$ cat src/rtl/led_chaser_multi.sv
// ---------------------------------------------------------------------------
// led_chaser_multi
//
// Parametrised running-LED generator. A window of LIT lit LEDs moves across a
// bank of N_LED outputs, advancing once every DIV clock cycles while enabled.
// Four run modes: rotate left, rotate right, bounce and fill.
//
// Parameters:
//   N_LED  number of LED outputs (2..32)
//   LIT    lit LEDs in rotate/bounce modes (1..N_LED-1)
//   DIV    clock cycles per step (>=1)
//
// Ports:
//   clki   in   1      system clock, rising edge
//   rs     in   1      synchronous active-high reset
//   en     in   1      run enable; 0 freezes prescaler and pattern
//   mode   in   2      00 rotate left, 01 rotate right, 10 bounce, 11 fill
//   led    out  N_LED  LED drive (registered pattern), 1 = lit
//   step   out  1      registered pulse, high in the cycle a new led value
//                      first appears
//
// Build option:
//   LED_ACTIVE_LOW_EN  when defined, led is the bitwise inverse of the
//                      internal pattern (sink-driven boards); step unchanged.
// ---------------------------------------------------------------------------
module led_chaser_multi #(
  parameter int N_LED = 8,
  parameter int LIT   = 2,
  parameter int DIV   = 25000000
) (
  input  logic             clki,
  input  logic             rs,
  input  logic             en,
  input  logic [1:0]       mode,
  output logic [N_LED-1:0] led,
  output logic             step
);

  localparam int CW = (DIV > 1) ? $clog2(DIV) : 1;
  localparam int PW = $clog2(N_LED);
  localparam int FW = $clog2(N_LED + 1);

  localparam logic [CW-1:0]    CNT_LAST   = CW'(DIV - 1);
  localparam logic [PW-1:0]    POS_LAST   = PW'(N_LED - 1);
  localparam logic [PW-1:0]    BOUNCE_TOP = PW'(N_LED - LIT);
  localparam logic [FW-1:0]    FILL_LAST  = FW'(N_LED);
  localparam logic [N_LED-1:0] WINDOW     = N_LED'((64'd1 << LIT) - 64'd1);

  localparam logic [1:0] MODE_ROTL   = 2'b00;
  localparam logic [1:0] MODE_ROTR   = 2'b01;
  localparam logic [1:0] MODE_BOUNCE = 2'b10;
  localparam logic [1:0] MODE_FILL   = 2'b11;

  // Window rotated left by p: the upper half of the doubled vector shifted
  // left carries the bits that wrapped from MSB back to LSB.
  function automatic logic [N_LED-1:0] window_at(input logic [PW-1:0] p);
    logic [2*N_LED-1:0] dbl;
    dbl = {WINDOW, WINDOW} << p;
    return dbl[2*N_LED-1:N_LED];
  endfunction

  // (1 << f) - 1 evaluated one bit wider so f == N_LED gives all ones.
  function automatic logic [N_LED-1:0] fill_pattern(input logic [FW-1:0] f);
    logic [N_LED:0] one_hot;
    logic [N_LED:0] ones;
    one_hot = (N_LED + 1)'(1) << f;
    ones    = one_hot - (N_LED + 1)'(1);
    return ones[N_LED-1:0];
  endfunction

  function automatic logic [N_LED-1:0] reload_pattern(input logic [1:0] m);
    return (m == MODE_FILL) ? '0 : WINDOW;
  endfunction

  logic [CW-1:0]    cnt_q,  cnt_d;
  logic [PW-1:0]    pos_q,  pos_d;
  logic             dir_q,  dir_d;
  logic [FW-1:0]    fill_q, fill_d;
  logic [1:0]       mode_q, mode_d;
  logic [N_LED-1:0] pat_q,  pat_d;
  logic             step_q, step_d;
  logic             tick;

  // State register
  always_ff @(posedge clki) begin
    if (rs) begin
      cnt_q  <= '0;
      pos_q  <= '0;
      dir_q  <= 1'b0;
      fill_q <= '0;
      mode_q <= mode;
      pat_q  <= reload_pattern(mode);
      step_q <= 1'b0;
    end else begin
      cnt_q  <= cnt_d;
      pos_q  <= pos_d;
      dir_q  <= dir_d;
      fill_q <= fill_d;
      mode_q <= mode_d;
      pat_q  <= pat_d;
      step_q <= step_d;
    end
  end

  // Next-state logic
  always_comb begin
    tick   = en && (cnt_q == CNT_LAST);
    cnt_d  = cnt_q;
    pos_d  = pos_q;
    dir_d  = dir_q;
    fill_d = fill_q;
    mode_d = mode_q;
    pat_d  = pat_q;
    step_d = 1'b0;

    if (mode != mode_q) begin
      // A mode change restarts the new pattern from scratch; a tick landing
      // on the same edge is dropped so the first step is a full DIV later.
      cnt_d  = '0;
      pos_d  = '0;
      dir_d  = 1'b0;
      fill_d = '0;
      mode_d = mode;
      pat_d  = reload_pattern(mode);
    end else if (tick) begin
      cnt_d  = '0;
      step_d = 1'b1;
      case (mode_q)
        MODE_ROTL: begin
          pos_d = (pos_q == POS_LAST) ? '0 : pos_q + 1'b1;
          pat_d = window_at(pos_d);
        end
        MODE_ROTR: begin
          pos_d = (pos_q == '0) ? POS_LAST : pos_q - 1'b1;
          pat_d = window_at(pos_d);
        end
        MODE_BOUNCE: begin
          // Direction flips on arrival at an end, so each end shows once.
          if (!dir_q) begin
            pos_d = pos_q + 1'b1;
            dir_d = (pos_d == BOUNCE_TOP);
          end else begin
            pos_d = pos_q - 1'b1;
            dir_d = (pos_d != '0);
          end
          pat_d = window_at(pos_d);
        end
        default: begin
          fill_d = (fill_q == FILL_LAST) ? '0 : fill_q + 1'b1;
          pat_d  = fill_pattern(fill_d);
        end
      endcase
    end else if (en) begin
      cnt_d = cnt_q + 1'b1;
    end
  end

  // Output logic
  always_comb begin
`ifdef LED_ACTIVE_LOW_EN
    led  = ~pat_q;
`else
    led  = pat_q;
`endif
    step = step_q;
  end

endmodule

$ cat config.mk
export PLATFORM = sky130hd
export DESIGN_NAME = led_chaser_multi
export DESIGN_NICKNAME = d
export VERILOG_FILES = /design/src/rtl/led_chaser_multi.sv
export SDC_FILE = /design/constraint.sdc
export NUM_CORES = 1
export LEC_CHECK = 0
export ABC_AREA = 0
export ABC_CLOCK_PERIOD_IN_PS = 5950
export CAP_MARGIN = 20
export CELL_PAD_IN_SITES_DETAIL_PLACEMENT = 1
export CELL_PAD_IN_SITES_GLOBAL_PLACEMENT = 1
export CORE_UTILIZATION = 50
export DETAILED_ROUTE_END_ITERATION = 12
export PLACE_DENSITY = 0.91
export SLEW_MARGIN = 30
export SYNTH_ARGS = -nofsm -noshare
export SYNTH_HDL_FRONTEND = slang
export SYNTH_SLANG_ARGS = --single-unit
$ cat constraint.sdc
create_clock -name clki -period 5.95 [get_ports clki]
set_input_delay 0.8925 -clock clki [delete_from_list [all_inputs] [get_ports clki]]
set_output_delay 0.8925 -clock clki [all_outputs]
set_load 0.02 [all_outputs]
==> impl_metrics.csv <==
group,metric,value,unit
global_route,met2_usage,41.9,%
global_route,grt_overflow,0,
drt,vias,2178,
synthesis,syn_inst,297,
global_route,antenna_found_initial,0,
drt,drc_errors,0,
layout,drive_above_1_share,8.17,%
flow_run,cap_violations,0,
setup_path,critPathKind,"input port to flip-flop",
drt,ant_nets,0,
timing,fin_crit,2960,ps
timing,finalCritPeriodShare,49.7,%
drt,detail_route.wl_per_cell,16.1,microns
timing,max_freq,338,MHz
place,dpl.hpwl,4.43,mm
synthesis,synth.distinct_cells,60,
timing,fin_setup_tns,0,ps
synthesis,netlist_top_cells_area,"dfxtp_1, edfxtp_1, ha_1",
synthesis,ys_seq_elements,44,
die,rows,26,
drt,wl,6.06,mm
cts,clock_latency,290,ps
layout,fin_nets,326,
timing,hold_viol,0,
place,portBuffers,13,
timing,worst_pin_slew,705,ps
synthesis,yosysWarnings,0,
timing,finClkSkew,12.3,ps
synthesis,netlist_area,2650,sq um
setup_path,crit_path_end_kind,"flip-flop",
synthesis,synthArstFlopShare,0,%
die,dieArea,5600,sq um
timing,setup_violations,0,
drt,first_iter_violations,105,
synthesis,synth-seq-area-share,37.0,%
cts,cts_buffers,5,
setup_path,required,5890,ps
timing,drv_slew,0,
pwr,ir_drop,0.000135,V
cts,cts_root_buf,"clkbuf_8",
cts,cts_max_level,2,
synthesis,synth_edf_count,10,
synthesis,synth_top_area_share,25.7,%
layout,fill_cells,635,
drt,first_pass_iters,4,
place,gp_congestion,0.813,
cts,cts_resized,0,
die,core_area,5110,sq um
synthesis,synth_fp_nets,318,
cts,postCtsHoldBufs,0,
synthesis,syn_area_per_cell,8.92,sq um
layout,antenna_cells,0,
global_route,busiest_layer,"met2",
drt,viasPerCell,5.79,
cts,clk_path_buf_depth,2,
die,start_util,51.9,%
global_route,grt.met3_usage,4.15,%
cts,path_clk_slew,90,ps
die,ios,14,
global_route,gr-usage-all-layers,22.9,%
run_status,status,"finished, final reports clean",
setup_path,cp-start-kind,"input port",
timing,slew_headroom,53.0,%
global_route,grt_pass1_wl,9.83,mm
pwr,leakagePower,1.07,nW
min_path,min_path_type,"flip-flop to flip-flop",
layout,area_growth,10.4,%
cts,cts_tree,"built",
cts,post-cts-setup-buffer-count,0,
setup_path,path_max_fanout,32,
synthesis,synthFlopType,"dfxtp_1",
global_route,grt_pass1_vias,2136,
die,die_h,74.8,microns
timing,rsz0062_at_grt,"no",
cts,clock-sinks,44,
global_route,grt_util_met1,27.2,%
synthesis,yosysTopAreaCell,"dfxtp_1",
global_route,grt_max_degree,33,
setup_path,worstPathArrival,2900,ps
die,die_w,74.8,microns
pwr,power_density,201,nW/um^2
timing,hold_slack,535,ps
==> critical path, stage by stage <==
cell and delay (ps):
clkdlybuf4s50_1 550, xor2_1 200, or3_1 590, or2_2 660
==> registers in the layout, summed over array words and instances, names as in the netlist <==
signal,flops
cnt_q,25
dir_q,1
fill_q,4
led,8
mode_q,2
pos_q,3
step,1
==> power breakdown <==
part | internal [mW] | total (mW) | leakage (nW) | switching (mW)
Clock | 0.106 | 0.205 | 0.0515 | 0.0992
Sequential | 0.313 | 0.317 | 0.383 | 0.00356
Combinational | 0.0270 | 0.0665 | 0.634 | 0.0395
Total | 0.446 | 0.589 | 1.07 | 0.142
==> final timing paths <==
kind              slack (ps)       from  cells after the start        end
setup reg to reg        3190  fill_q[0]                      9     led[6]
hold / removal           530  cnt_q[14]                      2  cnt_q[14]
hold reg to reg          530  cnt_q[14]                      2  cnt_q[14]
setup / recovery        2990    mode[1]                      4     led[6]
==> synth_stat cells, types with 8 or more instances <==
library cell and number:
clkbuf_1 9, dfxtp_1 34, edfxtp_1 10, ha_1 16, inv_1 12, nand2_1 19, nand2b_1 8, nand3_1 11
nand4_1 10, nor2_1 40, xnor2_1 9, xor2_1 19
==> kinds of logic after synthesis <==
family	after synthesis	share of synthesized area [%]
buffers and inverters	24	3.49
AO/OA/AOI/OAI	45	12.6
AND/OR/NAND/NOR	132	27.0
adder cells (fa/ha/maj)	16	7.55
flip-flops	44	37.0
multiplexers	8	3.16
XOR/XNOR	28	9.25
==> routing by layer <==
layer | routed length [microns] | vias up
li1 | - | 1072
met1 | 2720 | 1059
met2 | 3090 | 40
met3 | 182 | 7
met4 | 66 | 0
met5 | 0 | -
==> cell usage in the layout (no fill, tap or decap), drive strengths merged, types with 8 or more instances in the layout <==
master / netlist / layout
nor3: 8 / 8
nand2b: 8 / 8
edfxtp: 10 / 10
nand4: 10 / 10
and3: 8 / 8
nand3: 11 / 11
nor2: 40 / 40
xnor2: 9 / 9
inv: 12 / 12
dfxtp: 34 / 34
clkdlybuf4s50: 0 / 13
ha: 16 / 16
clkbuf: 9 / 8
nand2: 19 / 19
xor2: 19 / 19
==> layout make-up <==
cell class / instances / area (sq um) / area share (%)
clock buffers: 8 / 100 / 3.42
inverters: 12 / 45.0 / 1.54
multi-input cells: 229 / 1580 / 54.1
flip-flops and latches: 44 / 981 / 33.5
well taps: 70 / 87.6 / 2.99
repair buffers: 13 / 130 / 4.45
==> through the flow <==
stage	setup slack, ps	instance area [sq um]	std cells	utilization, %	power [mW]
final	2990	2930	376	57.3	0.589
after global routing	2830	2930	376	57.3	0.615
after CTS	2970	2920	376	57.2	0.594
after detailed placement	2650	2820	368	55.2	0.391
after global placement	2720	2820	368	55.2	0.388
after floorplan	3500	2650	297	-	0.367
No activity file was read; power rests on OpenSTA's default activity.
